[src/rtl/adau_spi_master_if.sv]
// Command handshake between the init sequencer and the ADAU1761 SPI master.
// Sequencer side uses modport master, the SPI engine uses modport slave.
interface adau_spi_master_if;
    logic [31:0] command;
    logic        command_valid;
    logic        spi_ready;
    logic        busy;
    logic [7:0]  rdata;
    logic        rdata_valid;

    modport master (
        output command, command_valid,
        input  spi_ready, busy, rdata, rdata_valid
    );

    modport slave (
        input  command, command_valid,
        output spi_ready, busy, rdata, rdata_valid
    );
endinterface

[src/rtl/adau_spi_master.sv]
// SPI control-port master for the ADAU1761: 32-bit frames MSB-first, framed by CLATCH.
// Optional readback of the last data byte on cout when ADAU_SPI_READBACK_EN is defined.
module adau_spi_master #(
    parameter int unsigned CLK_DIV   = 8,
    parameter int unsigned LATCH_GAP = 8
) (
    input  logic               clk,
    input  logic               reset,
    adau_spi_master_if.slave   bus,
    output logic               cclk,
    output logic               clatch_n,
    output logic               cdata,
    input  logic               cout
);

    localparam int unsigned CMAX = (CLK_DIV > LATCH_GAP) ? CLK_DIV : LATCH_GAP;
    localparam int unsigned CW   = (CMAX > 1) ? $clog2(CMAX) : 1;
    localparam logic [CW-1:0] DIV_LAST = CW'(CLK_DIV - 1);
    localparam logic [CW-1:0] GAP_LAST = CW'(LATCH_GAP - 1);

    typedef enum logic [2:0] {IDLE, SETUP, SHIFT, HOLD, GAP} state_e;

    state_e        state_q, state_d;
    logic [CW-1:0] cnt_q, cnt_d;
    logic [4:0]    bit_q, bit_d;
    logic          phase_q, phase_d;
    logic [31:0]   sh_q, sh_d;
    logic          cclk_q, cclk_d;
    logic          clatch_n_q, clatch_n_d;
    logic          cdata_q, cdata_d;
    logic          busy_q, busy_d;
    logic          ready_q, ready_d;
    logic          div_last;
    logic          rise_now;

`ifdef ADAU_SPI_READBACK_EN
    logic       rw_q, rw_d;
    logic [7:0] rx_q, rx_d;
    logic [7:0] rdata_q, rdata_d;
    logic       rvalid_q, rvalid_d;
`endif

    assign div_last = (cnt_q == DIV_LAST);

    always_comb begin
        state_d  = state_q;
        cnt_d    = cnt_q + CW'(1);
        bit_d    = bit_q;
        phase_d  = phase_q;
        sh_d     = sh_q;
        ready_d  = 1'b0;
        rise_now = 1'b0;
        case (state_q)
            IDLE: begin
                cnt_d = '0;
                if (bus.command_valid) begin
                    sh_d    = bus.command;
                    state_d = SETUP;
                end
            end
            SETUP: begin
                if (div_last) begin
                    state_d = SHIFT;
                    cnt_d   = '0;
                    phase_d = 1'b0;
                    bit_d   = 5'd31;
                end
            end
            SHIFT: begin
                if (div_last) begin
                    cnt_d = '0;
                    if (!phase_q) begin
                        phase_d  = 1'b1;
                        rise_now = 1'b1;
                    end else if (bit_q == 5'd0) begin
                        state_d = HOLD;
                        phase_d = 1'b0;
                    end else begin
                        // data advances only on the falling cclk
                        bit_d   = bit_q - 5'd1;
                        phase_d = 1'b0;
                        sh_d    = {sh_q[30:0], 1'b0};
                    end
                end
            end
            HOLD: begin
                if (div_last) begin
                    state_d = GAP;
                    cnt_d   = '0;
                end
            end
            GAP: begin
                ready_d = (cnt_q == '0);
                if (cnt_q == GAP_LAST) begin
                    state_d = IDLE;
                    cnt_d   = '0;
                end
            end
            default: begin
                state_d = IDLE;
                cnt_d   = '0;
            end
        endcase

        // Pin values follow the next state so every output comes straight from a flop
        cclk_d     = (state_d == SHIFT) && phase_d;
        clatch_n_d = !((state_d == SETUP) || (state_d == SHIFT) || (state_d == HOLD));
        cdata_d    = clatch_n_d ? 1'b0 : sh_d[31];
        busy_d     = (state_d != IDLE);
    end

    always_ff @(posedge clk) begin
        if (reset) begin
            state_q    <= IDLE;
            cnt_q      <= '0;
            bit_q      <= '0;
            phase_q    <= 1'b0;
            sh_q       <= '0;
            cclk_q     <= 1'b0;
            clatch_n_q <= 1'b1;
            cdata_q    <= 1'b0;
            busy_q     <= 1'b0;
            ready_q    <= 1'b0;
        end else begin
            state_q    <= state_d;
            cnt_q      <= cnt_d;
            bit_q      <= bit_d;
            phase_q    <= phase_d;
            sh_q       <= sh_d;
            cclk_q     <= cclk_d;
            clatch_n_q <= clatch_n_d;
            cdata_q    <= cdata_d;
            busy_q     <= busy_d;
            ready_q    <= ready_d;
        end
    end

`ifdef ADAU_SPI_READBACK_EN
    always_comb begin
        rw_d     = rw_q;
        rx_d     = rx_q;
        rdata_d  = rdata_q;
        rvalid_d = 1'b0;
        if (state_q == IDLE && bus.command_valid) begin
            rw_d = bus.command[24];
        end
        if (rise_now && (bit_q < 5'd8)) begin
            rx_d = {rx_q[6:0], cout};
        end
        if (ready_d && rw_q) begin
            rdata_d  = rx_q;
            rvalid_d = 1'b1;
        end
    end

    always_ff @(posedge clk) begin
        if (reset) begin
            rw_q     <= 1'b0;
            rx_q     <= '0;
            rdata_q  <= '0;
            rvalid_q <= 1'b0;
        end else begin
            rw_q     <= rw_d;
            rx_q     <= rx_d;
            rdata_q  <= rdata_d;
            rvalid_q <= rvalid_d;
        end
    end

    assign bus.rdata       = rdata_q;
    assign bus.rdata_valid = rvalid_q;
`else
    logic unused_readback;
    assign unused_readback = cout ^ rise_now;
    assign bus.rdata       = 8'h00;
    assign bus.rdata_valid = 1'b0;
`endif

    assign bus.spi_ready = ready_q;
    assign bus.busy      = busy_q;
    assign cclk          = cclk_q;
    assign clatch_n      = clatch_n_q;
    assign cdata         = cdata_q;

endmodule

[src/flat_wrapper.sv]
// flat-port wrapper written by rule: the top's interface ports become plain ports
module adau_spi_master_flat 
#(
    parameter int unsigned CLK_DIV   = 8,
    parameter int unsigned LATCH_GAP = 8
)
  (clk, reset, cclk, clatch_n, cdata, cout, bus_command, bus_command_valid, bus_spi_ready, bus_busy, bus_rdata, bus_rdata_valid);
  adau_spi_master_if bus_i ();
  input  logic clk;
  input  logic reset;
  output logic cclk;
  output logic clatch_n;
  output logic cdata;
  input  logic cout;
  input wire logic [$bits(bus_i.command)-1:0] bus_command;
  input wire logic [$bits(bus_i.command_valid)-1:0] bus_command_valid;
  output wire logic [$bits(bus_i.spi_ready)-1:0] bus_spi_ready;
  output wire logic [$bits(bus_i.busy)-1:0] bus_busy;
  output wire logic [$bits(bus_i.rdata)-1:0] bus_rdata;
  output wire logic [$bits(bus_i.rdata_valid)-1:0] bus_rdata_valid;
  assign bus_i.command = bus_command;
  assign bus_i.command_valid = bus_command_valid;
  assign bus_spi_ready = bus_i.spi_ready;
  assign bus_busy = bus_i.busy;
  assign bus_rdata = bus_i.rdata;
  assign bus_rdata_valid = bus_i.rdata_valid;
  adau_spi_master #(.CLK_DIV(CLK_DIV), .LATCH_GAP(LATCH_GAP)) u_core (.clk(clk), .reset(reset), .bus(bus_i), .cclk(cclk), .clatch_n(clatch_n), .cdata(cdata), .cout(cout));
endmodule
[config.mk]
export PLATFORM = sky130hd
export DESIGN_NAME = adau_spi_master_flat
export DESIGN_NICKNAME = d
export VERILOG_FILES = /design/src/rtl/adau_spi_master_if.sv /design/src/rtl/adau_spi_master.sv /design/src/flat_wrapper.sv
export SDC_FILE = /design/constraint.sdc
export NUM_CORES = 1
export LEC_CHECK = 0
export BUFFER_PORTS_ARGS = -buffer_cell sky130_fd_sc_hd__buf_4
export CORE_ASPECT_RATIO = 0.8
export CORE_MARGIN = 5
export CORE_UTILIZATION = 45
export CTS_CLUSTER_DIAMETER = 100
export DETAILED_ROUTE_END_ITERATION = 6
export GPL_TIMING_DRIVEN = 0
export PLACE_DENSITY = 0.81
export SYNTH_ARGS = -nofsm -noshare
export SYNTH_HDL_FRONTEND = slang
export SYNTH_SLANG_ARGS = --single-unit
[constraint.sdc]
create_clock -name clk -period 2 [get_ports clk]
set_input_delay 0.1 -clock clk [delete_from_list [all_inputs] [get_ports clk]]
set_output_delay 0.1 -clock clk [all_outputs]
set_load 0.01 [all_outputs]
[Word level (Yosys, flattened, before mapping)]
Cells that the tools add are included.
Word-level totals
  register bits after elaboration: 49
  bits of input ports: 36
  output and inout port bits: 14
Operators by class
  add/subtract/negate cells: 2
  eq/ne operators: 13
  mux-type cells: 22
  bitwise operators: 3
  reduce and logical (&&, ||, !) cells: 16
Operator list (number)
  $mux 32: 4
  $pmux 32 s2: 1
  $mux 3: 7
  $mux 5: 4
  $pmux 3 s5: 1
  $eq 3x2->1 const B: 4
  $pmux 5 s2: 1
  $reduce_and 5->1: 2
  $eq 3x1->1 const B: 2
  $eq 3x3->1 const B: 2
  $logic_not 3->1: 2
  $ne 2x1->1 const B: 3
  $logic_not 5->1: 1
  $sub 5x1->5 const B: 1
  $ne 2x2->1 const B: 2
  $reduce_bool 2->1: 2
  $reduce_or 2->1: 2
  $reduce_or 4->1: 1
  $add 3x1->3 const B: 1
  $mux 1: 3
  $not 1->1: 3
  $reduce_bool 3->1: 1
  $reduce_or 3->1: 1
  $logic_or 1x1->1: 2
  3 further kinds: 3

[Longest topological paths before layout]
Gate-level depths: netlist (run 1).
  word-level depth: 10
  depth in mapped cells: 9

[Least setup slack after synthesis (run 1)]
Ideal clock, no wire load.
  path type: register to register
  start point: reg u_core.cnt_q[0]
  end point: reg u_core.sh_q[0]
  arrival time: 1777 ps
  data required time: 1930 ps
  path slack: 152 ps
  stages on the path, launching flop included: 9
  path buffers: 2
  clock period less this slack: 1848 ps
  cell sequence: dfxtp_1 > ha_1 > ha_1 > clkbuf_1 > and2_1 > and3_4 > buf_6 > or3b_1 > a21oi_1
On the way
  cells in the longest elaborated chain, start to end: 3
RTL lines
  from (decl): RTL line adau_spi_master.sv:24  | logic [CW-1:0] cnt_q, cnt_d;
  from (signal assigned): RTL line adau_spi_master.sv:126  | cnt_q <= cnt_d;
  $eq 3x3->1: RTL line adau_spi_master.sv:43  | assign div_last = (cnt_q == DIV_LAST);
  $ne 2x1->1 (no source line)
  $reduce_and 5->1 (no source line)
  to (signal assigned): RTL line adau_spi_master.sv:118  | sh_q <= '0;
  to (signal assigned): RTL line adau_spi_master.sv:129  | sh_q <= sh_d;
  to (decl): RTL line adau_spi_master.sv:27  | logic [31:0] sh_q, sh_d;
Every way passes these cells.
A chain may end at the register's enable or synchronous reset.

[Worst setup path in the final report (run 1)]
  start point: reg u_core.bit_q[0]
  end point: reg u_core.sh_q[19]
On the way
  cells in the longest elaborated chain, start to end: 3
RTL lines
  from (decl): RTL line adau_spi_master.sv:25  | logic [4:0] bit_q, bit_d;
  from (signal assigned): RTL line adau_spi_master.sv:127  | bit_q <= bit_d;
  $logic_not 5->1: RTL line adau_spi_master.sv:75  | end else if (bit_q == 5'd0) begin
  $ne 2x2->1 (no source line)
  $reduce_and 5->1 (no source line)
Every way passes these cells.

==> flow_summary_export.csv, run 1 <==
group,metric,value,unit
placement,port_buffers,38,
yosys,syn_area,0.002142,mm^2
floorplan,start_util,46.60,%
clock_tree,clockBufferDepth,2,
finish,fillers,394,
status,status,"complete, no violations",
worst_setup_path,cp_cell_sequence,"inv_2, ha_2, or4b_4, and3_4, buf_6, buf_4, a22oi_1, a21oi_1",
finish,utilization,62.08,%
global_routing,grt_pass1_wl,7893,um
yosys,ys_seq_area_share,45.79,%
clock_tree,cts_tree,"done",
hold_path,hp-start,"bus_command[0]",
floorplan,fp.coreArea,0.004597,mm^2
worst_setup_path,worst_ep_arrival_time,2.17,ns
route,via_count,1931,
yosys,synthFlopType,"dfxtp_1",
yosys,async_reset_ff_share,0,%
sta,holdWs,0.06617,ns
worst_setup_path,startpoint,"u_core.bit_q[0]$_SDFFE_PP0P_",
yosys,synth-edff-count,0,
worst_setup_path,path_delay_family,"simple AND/OR/NAND/NOR gates",
route,drtPass1Iterations,4,
placement,place_inst,347,
sta,maxSlewViolCount,0,
finish,final_common_cell,"buf_4",
finish,fin_nets,340,
worst_setup_path,path_max_fanout,10,
pwr,pwr_density_cell,715.3,mW/mm^2
worst_setup_path,start_kind,"flip-flop",
floorplan,num_io_pins,50,
sta,maxSlewHeadroom,63.55,%
sta,hold_viol_final,0,
sta,fin_crit,1.994,ns
global_routing,grt_pass1_vias,1811,
clock_tree,clkTransAtPathRegs,0.09,ns
sta,period_share,99.69,%
finish,final_cell_mix,"54 x buf_4, 47 x dfxtp_1, 33 x a21oi_1",
worst_setup_path,criticalPathCategory,"flip-flop to flip-flop",
route,drc,0,
global_routing,grt_max_degree,15,
yosys,syn_area_per_cell,8.888,um^2
route,routedWlPerCell,13.90,um
finish,ff_latch_area,983.4,um^2
placement,place_congestion,0.8221,
clock_tree,clock_sinks,49,
hold_path,hp-class,"input port to flip-flop",
pwr,leakage,1.126,nW
flow_run,maxCapViolCount,0,
placement,hpwl,3416,um
sta,fmax,0.5016,GHz
route,ant_nets,0,
route,vias_per_cell,5.379,
finish,multi_input_area,0.001164,mm^2
clock_tree,cts-htree-levels,2,
clock_tree,cts.hold.buffers_added,0,
global_routing,grtUsageTotal,15.52,%
floorplan,dieWidth,87.14,um
clock_tree,cts-buffers-inserted,5,
finish,stdcell_area,0.002854,mm^2
global_routing,grt_overflow_total,0,
yosys,netlist_instances,241,
floorplan,row_count,22,
finish,instances_no_fill,359,
placement,place_area,0.002532,mm^2
worst_setup_path,cp_num_buf_inv,3,
global_routing,antenna_found_initial,0,
worst_setup_path,cp-end-kind,"flip-flop",
worst_setup_path,required,2.18,ns
clock_tree,root_buffer,"clkbuf_8",
sta,skew,0.007316,ns
sta,finalSetupViolCount,0,
finish,syn_to_final_growth,33.24,%
route,routed_wl,4990,um
worst_setup_path,r2r_start,"u_core.bit_q[0]$_SDFFE_PP0P_",
yosys,ys_types,40,
finish,antenna_cells,0,
finish,drive_above_1_share,34.78,%
pwr,p_total,2.041,mW
yosys,ys_seq_elements,49,
route,drtIter0Drc,158,
worst_setup_path,max_stage_delay,0.51,ns
clock_tree,clk_latency,0.30,ns
sta,worst_pin_slew,0.5468,ns
floorplan,dieHeight,71.71,um
yosys,ys.warnings.count,0,
floorplan,dieArea,0.006248,mm^2
pwr,ir_drop,522.9,uV
worst_setup_path,critPathSlowestCell,"or4b_4",
[Yosys cell counts (all sizes together) (2+ instances only)]
master,instances,area [um^2]
nand4,2,12.51
and2,5,31.28
inv,5,18.77
ha,6,75.07
and3,2,17.52
nor2,11,41.29
nor4b,2,23.77
buf,16,108.9
nand2,31,116.4
dfxtp,49,980.9
nor3,4,20.02
a211oi,4,30.03
a22oi,31,232.7
clkbuf,12,45.04
a221oi,2,17.52
a22o,3,26.28
nand3,2,10.01
o21a,2,15.01
a21oi,34,170.2
xor2,2,17.52
[sequential cells by signal (all words and copies together), names as in the netlist]
| name | count |
|---|---|
| u_core.state_q | 3 |
| u_core.bit_q | 5 |
| u_core.cclk | 1 |
| u_core.clatch_n | 1 |
| u_core.bus.spi_ready | 1 |
| u_core.bus.busy | 1 |
| u_core.phase_q | 1 |
| u_core.sh_q | 32 |
| u_core.cdata | 1 |
| u_core.cnt_q | 3 |
[cells by family after synthesis]
family / synth area share, %
buf+inv: 8.060
fa+ha+maj: 3.505
simple gates: 16.47
compound gates: 24.71
mux: 0.4673
flops: 45.79
xor+xnor: 0.8179
other cells: 0.1751
[area by class of cell]
type	instances	share of cell area, %
plain buffers	27	6.094
clock buffers	7	3.025
clock inverters	1	1.052
inverters	5	0.6576
multi-input cells	167	40.77
flip-flops and latches	49	34.46
well taps	60	2.630
repair buffers	43	11.31
[worst reg2reg max path: cells and delay by family (launching register included)]
kind            cells  cell delay [ns]
compound gates      2             0.29
fa+ha+maj           1             0.17
buf+inv             3             0.37
flops               1             0.34
simple gates        2             0.71
[path summary, 6_finish.rpt]
path	to	slack, ns	cells past startpoint
hold reg to reg	u_core.sh_q[21]$_SDFFE_PP0P_	0.46	2
setup reg to reg	u_core.sh_q[19]$_SDFFE_PP0P_	0.006	8
hold / removal	u_core.sh_q[0]$_SDFFE_PP0P_	0.07	3
setup / recovery	u_core.sh_q[19]$_SDFFE_PP0P_	0.006	8
[layer usage]
layer | track usage (%) | up-vias | part of all wire (%)
met1 | 21.63 | 894 | 45
met5 | 0 | - | 0
met4 | 7.325 | 0 | 1.8
met2 | 22.33 | 59 | 47
li1 | - | 964 | -
met3 | 3.908 | 14 | 6.6
[power breakdown]
part / switching (mW) / total [mW] / internal, mW
Combinational: 0.131 / 0.266 / 0.135
Sequential: 0.0281 / 1.05 / 1.02
Clock: 0.316 / 0.724 / 0.408
[stage by stage]
stage	worst slack, ns	TNS [ns]
2_1_floorplan	0.1525	0
3_3_place_gp	-0.07221	-1.827
3_5_place_dp	-0.1180	-3.190
4_1_cts	0.0007623	0
5_1_grt	-0.08892	-0.2002
6_report	0.006271	0
[repair_timing]
| action | in CTS | in global routing |
|---|---|---|
| setup buffers | 0 | 5 |
| pin swaps | 0 | 6 |
| resized for setup | 3 | 48 |
| endpoints found under the setup margin | 39 | 38 |
| hold endpoints to repair | 0 | 0 |
Power figures use the tool's default switching activity.
==> run 2: changes to the inputs <==
- CORE_UTILIZATION: 45 -> 38
- PLACE_DENSITY: 0.81 -> 0.72
- clock period: 2 -> 2.32 ns (I/O delays scaled with it)
==> run 2 against run 1 <==
Utilization down 14 points. Clock skew is 0.0033 ns higher. Register-to-register slack better by 0.24 ns. Combinational power shrank 24%. Maximum frequency fell by 3.9%. Sequential power fell by 14%. Global-route usage fell by 1.4 points. Worst hold slack improved by 0.0028 ns. Non-clock buffer count fell by 5. Count of clock-buffer cells in the layout down 1. Routed wire length is 3.6% lower. Critical path type unchanged. Largest power group unchanged.
==> flow_summary_export.csv, run 2 (synthesized netlist as in run 1, its figures left out) <==
group,metric,value,unit
status,status,"complete, no violations",
finish,regMostFlops,"u_core.sh_q",
hold_path,min_path_cells,3,
sta,holdWs,0.06901,ns
route,drc,0,
sta,period_share,89.38,%
placement,hpwl,3517,um
pwr,ir_drop,395.8,uV
placement,port_buffers,38,
finish,largest_reg_flops,32,
sta,finalSetupViolCount,0,
route,vias_per_cell,5.024,
finish,final_cell_mix,"49 x dfxtp_1, 47 x buf_4, 34 x a21oi_1",
clock_tree,clkTransAtPathRegs,0.09,ns
worst_setup_path,critPathSlowestCell,"a31oi_1",
floorplan,dieHeight,77.16,um
route,routed_wl,4808,um
clock_tree,clockBufferDepth,2,
sta,fin_setup_tns,0,ns
finish,syn_to_final_growth,23.89,%
worst_setup_path,cp_common_cell,"ha_1",
worst_setup_path,max_stage_delay,0.37,ns
placement,place_inst,365,
global_routing,grt_pass1_vias,1825,
global_routing,grt_pass1_wl,8355,um
clock_tree,clk_latency,0.30,ns
pwr,leakage,1.063,nW
global_routing,grt_overflow_total,0,
clock_tree,cts-buffers-inserted,5,
hold_path,hp-start,"bus_command[0]",
sta,rsz0062_at_grt,"no",
worst_setup_path,timing.rr.end,"u_core.sh_q[7]$_SDFFE_PP0P_",
worst_setup_path,criticalPathCategory,"flip-flop to flip-flop",
worst_setup_path,path_delay_family,"adder cells",
route,ant_nets,0,
hold_path,hp-class,"input port to flip-flop",
finish,reg.largest.list,"u_core.sh_q: 32 flops, u_core.bit_q: 5 flops",
hold_path,holdPathEnd,"u_core.sh_q[0]$_SDFFE_PP0P_",
worst_setup_path,path_max_fanout,10,
worst_setup_path,required,2.56,ns
route,drtIter0Drc,88,
route,via_count,1869,
flow_run,maxCapViolCount,0,
clock_tree,cts_tree,"done",
sta,skew,0.01058,ns
finish,stdcell_area,0.002654,mm^2
worst_setup_path,worst_ep_arrival_time,2.31,ns
route,routedWlPerCell,12.92,um
worst_setup_path,cp-end-kind,"flip-flop",
global_routing,antenna_found_initial,0,
floorplan,num_io_pins,50,
floorplan,fp.coreArea,0.005465,mm^2
route,drtPass1Iterations,4,
worst_setup_path,r2r_start,"u_core.cnt_q[0]$_SDFF_PP0_",
finish,instances_no_fill,372,
worst_setup_path,start_kind,"flip-flop",
pwr,pwr_density_cell,614.8,mW/mm^2
finish,ff_latch_area,980.9,um^2
global_routing,grtUsageTotal,14.10,%
clock_tree,cts_setup_buffers,0,
floorplan,row_count,24,
floorplan,dieArea,0.007248,mm^2
floorplan,start_util,39.19,%
clock_tree,root_buffer,"clkbuf_8",
finish,final_common_cell,"dfxtp_1",
placement,place_area,0.002555,mm^2
sta,maxSlewViolCount,0,
sta,maxSlewHeadroom,61.66,%
clock_tree,clock_sinks,49,
worst_setup_path,cp_num_buf_inv,1,
placement,place_congestion,0.8776,
finish,utilization,48.56,%
finish,fin_nets,335,
worst_setup_path,cp_cell_sequence,"ha_1, ha_1, and2_1, a31oi_1, buf_2, nand2_1, a21oi_1",
worst_setup_path,rr_worst_depth,7,
sta,fmax,0.4822,GHz
clock_tree,cts-htree-levels,2,
sta,worst_pin_slew,0.5737,ns
sta,fin_crit,2.074,ns
sta,hold_viol_final,0,
finish,drive_above_1_share,22.79,%
finish,antenna_cells,0,
global_routing,grt_max_degree,16,
floorplan,dieWidth,93.94,um
finish,multi_input_area,0.001025,mm^2
finish,fillers,562,
worst_setup_path,r2r_slack,0.25,ns
## run 2: cell type report
cell class                      instances  share of cell area (%)
Clock inverter                          2                  0.5186
Inverter                                5                  0.7072
Timing Repair Buffer                   38                   10.75
Tap cell                               78                   3.678
Clock buffer                            6                   3.112
Multi-Input combinational cell        167                   38.61
Buffer                                 27                   5.658
Sequential cell                        49                   36.96
## run 2: what timing repair did
item / in CTS / in global routing
resized for setup: 0 / 1
setup endpoints to repair: 0 / 21
hold buffers: 0 / 0
## run 2: how the worst max path moves through the flow
stage                               startpoint  depth (start not counted)                           end  slack, ns
floorplan           u_core.cnt_q[0]$_SDFF_PP0_                          8   u_core.sh_q[0]$_SDFFE_PP0P_       0.47
global placement    u_core.cnt_q[0]$_SDFF_PP0_                          8    u_core.sh_q[31]$_SDFF_PP0_       0.25
detailed placement  u_core.cnt_q[0]$_SDFF_PP0_                          9  u_core.sh_q[23]$_SDFFE_PP0P_       0.20
CTS                 u_core.cnt_q[0]$_SDFF_PP0_                          8   u_core.sh_q[7]$_SDFFE_PP0P_       0.17
global route        u_core.cnt_q[0]$_SDFF_PP0_                          7   u_core.sh_q[9]$_SDFFE_PP0P_       0.07
finish              u_core.cnt_q[0]$_SDFF_PP0_                          7   u_core.sh_q[7]$_SDFFE_PP0P_       0.25
## run 2: metal layers
metal	GRT usage (%)	part of all wire [%]	up-vias
li1	-	-	953
met1	19.46	48	859
met2	20.55	44	48
met3	4.403	5.6	9
met4	5.051	2.3	0
met5	0	0	-
## run 2: report_power, final
group          total, mW  switching [mW]  internal (mW)
sequential         0.902          0.0200          0.882
clock              0.528           0.286          0.242
combinational      0.201           0.100          0.101
total               1.63           0.407           1.22
## run 2: through the flow
step	power, mW	setup WS, ns
2_1_floorplan	1.040	0.4725
6_report	1.632	0.2463
5_1_grt	1.713	0.06823
4_1_cts	1.645	0.1681
3_3_place_gp	1.117	0.2501
3_5_place_dp	1.121	0.2012
## run 2: worst register-to-register path, cell delays in order, from the launching register on
cell and delay, ns:
dfxtp_1 0.34, ha_1 0.21, ha_1 0.31, and2_1 0.26, a31oi_1 0.37, buf_2 0.29, nand2_1 0.09, a21oi_1 0.14
==> run 3: changes to the inputs <==
- CORE_UTILIZATION: 38 -> 57
- PLACE_DENSITY: 0.72 -> 0.95
==> run 3 against run 2 <==
First-iteration DRC count up 77%. Die area down 30%. Maximum frequency decreased by 0.40%. Final area shrank 2.2%. Routed wire length shrank 0.50%. Register-to-register slack barely moved. Power decreased by 3.3%. Final cell count fell by 9.7%. Critical path depth down 2. Count of clock-buffer cells in the layout did not move.
==> flow_summary_export.csv, run 3 (synthesized netlist as in run 1, its figures left out) <==
group,metric,value,unit
worst_setup_path,cp_num_buf_inv,2,
global_routing,antenna_found_initial,0,
pwr,pwr_density_cell,608.1,mW/mm^2
route,drtPass1Iterations,4,
global_routing,grt_pass1_wl,7776,um
sta,holdWs,0.09681,ns
floorplan,dieHeight,64.83,um
finish,largest_reg_flops,32,
sta,fin_crit,2.082,ns
worst_setup_path,path_delay_family,"simple AND/OR/NAND/NOR gates",
finish,utilization,73.76,%
route,routedWlPerCell,14.24,um
finish,reg.largest.list,"u_core.sh_q: 32 flops, u_core.bit_q: 5 flops",
finish,fin_nets,335,
worst_setup_path,max_stage_delay,0.72,ns
clock_tree,clkTransAtPathRegs,0.09,ns
sta,hold_viol_final,0,
finish,syn_to_final_growth,21.14,%
finish,drive_above_1_share,22.45,%
placement,hpwl,3468,um
clock_tree,clockBufferDepth,2,
route,via_count,1911,
clock_tree,cts_tree,"done",
finish,stdcell_area,0.002595,mm^2
hold_path,hp-class,"input port to flip-flop",
floorplan,dieWidth,78.54,um
route,vias_per_cell,5.688,
status,status,"complete, no violations",
pwr,ir_drop,424.2,uV
finish,regMostFlops,"u_core.sh_q",
sta,fmax,0.4803,GHz
worst_setup_path,start_kind,"flip-flop",
pwr,p_total,1.578,mW
flow_run,maxCapViolCount,0,
pwr,leakage,1.056,nW
placement,port_buffers,38,
sta,skew,0.007594,ns
floorplan,start_util,60.88,%
route,ant_nets,0,
sta,maxSlewViolCount,0,
route,drc,0,
sta,maxSlewHeadroom,51.60,%
sta,rsz0062_at_grt,"no",
floorplan,num_io_pins,50,
sta,worst_pin_slew,0.7241,ns
worst_setup_path,cp_cell_sequence,"clkbuf_1, nor4b_2, clkbuf_1, a22oi_1, a21oi_1",
worst_setup_path,cp_common_cell,"clkbuf_1",
worst_setup_path,path_max_fanout,10,
global_routing,grt_pass1_vias,1750,
placement,place_area,0.002510,mm^2
worst_setup_path,worst_ep_arrival_time,2.30,ns
route,routed_wl,4784,um
clock_tree,clock_sinks,49,
clock_tree,root_buffer,"clkbuf_8",
finish,antenna_cells,0,
global_routing,grt_max_degree,15,
clock_tree,cts.hold.buffers_added,0,
clock_tree,cts-htree-levels,2,
global_routing,grtUsageTotal,18.75,%
worst_setup_path,criticalPathCategory,"flip-flop to flip-flop",
sta,fin_setup_tns,0,ns
sta,period_share,89.74,%
placement,place_congestion,0.8595,
clock_tree,cts-buffers-inserted,5,
clock_tree,clk_latency,0.30,ns
finish,final_cell_mix,"49 x dfxtp_1, 47 x buf_4, 34 x a21oi_1",
route,drtIter0Drc,156,
finish,final_common_cell,"dfxtp_1",
floorplan,dieArea,0.005092,mm^2
floorplan,fp.coreArea,0.003518,mm^2
worst_setup_path,required,2.54,ns
worst_setup_path,cp-end-kind,"flip-flop",
worst_setup_path,critPathSlowestCell,"nor4b_2",
floorplan,row_count,19,
global_routing,grt_overflow_total,0,
sta,finalSetupViolCount,0,
-- run 3: worst reg2reg max path, delay by kind of cell (launching register included) --
family / cells / cell delay [ns]
buffers and inverters: 2 / 0.64
DFF: 1 / 0.32
and+or+nand+nor: 1 / 0.72
AOI/OAI and AO/OA: 2 / 0.32
-- run 3: worst paths after layout --
| path | from | end | slack, ns | depth (start not counted) |
|---|---|---|---|---|
| worst max-delay path | u_core.state_q[0]$_SDFF_PP0_ | u_core.sh_q[20]$_SDFFE_PP0P_ | 0.24 | 5 |
| worst min register to register | u_core.sh_q[13]$_SDFFE_PP0P_ | u_core.sh_q[13]$_SDFFE_PP0P_ | 0.46 | 2 |
| worst min-delay path | bus_command[0] | u_core.sh_q[0]$_SDFFE_PP0P_ | 0.1 | 3 |
| worst max register to register | u_core.state_q[0]$_SDFF_PP0_ | u_core.sh_q[20]$_SDFFE_PP0P_ | 0.24 | 5 |
-- run 3: routing by layer --
metal | global-route usage [%] | share of wire, % | vias up | wire length (um)
met5 | 0 | 0 | - | 0
met1 | 23.75 | 43 | 873 | 2068
met3 | 5.956 | 8.5 | 9 | 409
met4 | 5.459 | 1.3 | 0 | 64
li1 | - | - | 953 | -
met2 | 30.83 | 47 | 76 | 2241
-- run 3: final cells by class --
type	count	area, um^2
multi-input combinational	167	1025
sequential	49	980.9
fill	283	923.4
timing repair buffer	38	285.3
buffer	27	150.1
clock buffer	6	72.57
tap	42	52.55
inverter	5	18.77
clock inverter	2	10.01
-- run 3: per-stage QoR --
step	std cells	setup slack [ns]
after floorplan	249	0.4725
after global placement	329	0.2831
after detailed placement	329	0.2100
after CTS	337	0.1874
after global routing	336	0.09238
final	336	0.2381
-- run 3: power by group --
part / internal (mW) / switching (mW)
Combinational: 0.100 / 0.102
Sequential: 0.882 / 0.0204
Clock: 0.209 / 0.264
-- run 3: repair_timing --
action	4_1_cts	5_1_grt
gates resized for setup	0	1
setup endpoints to repair	0	1
setup buffers	0	0
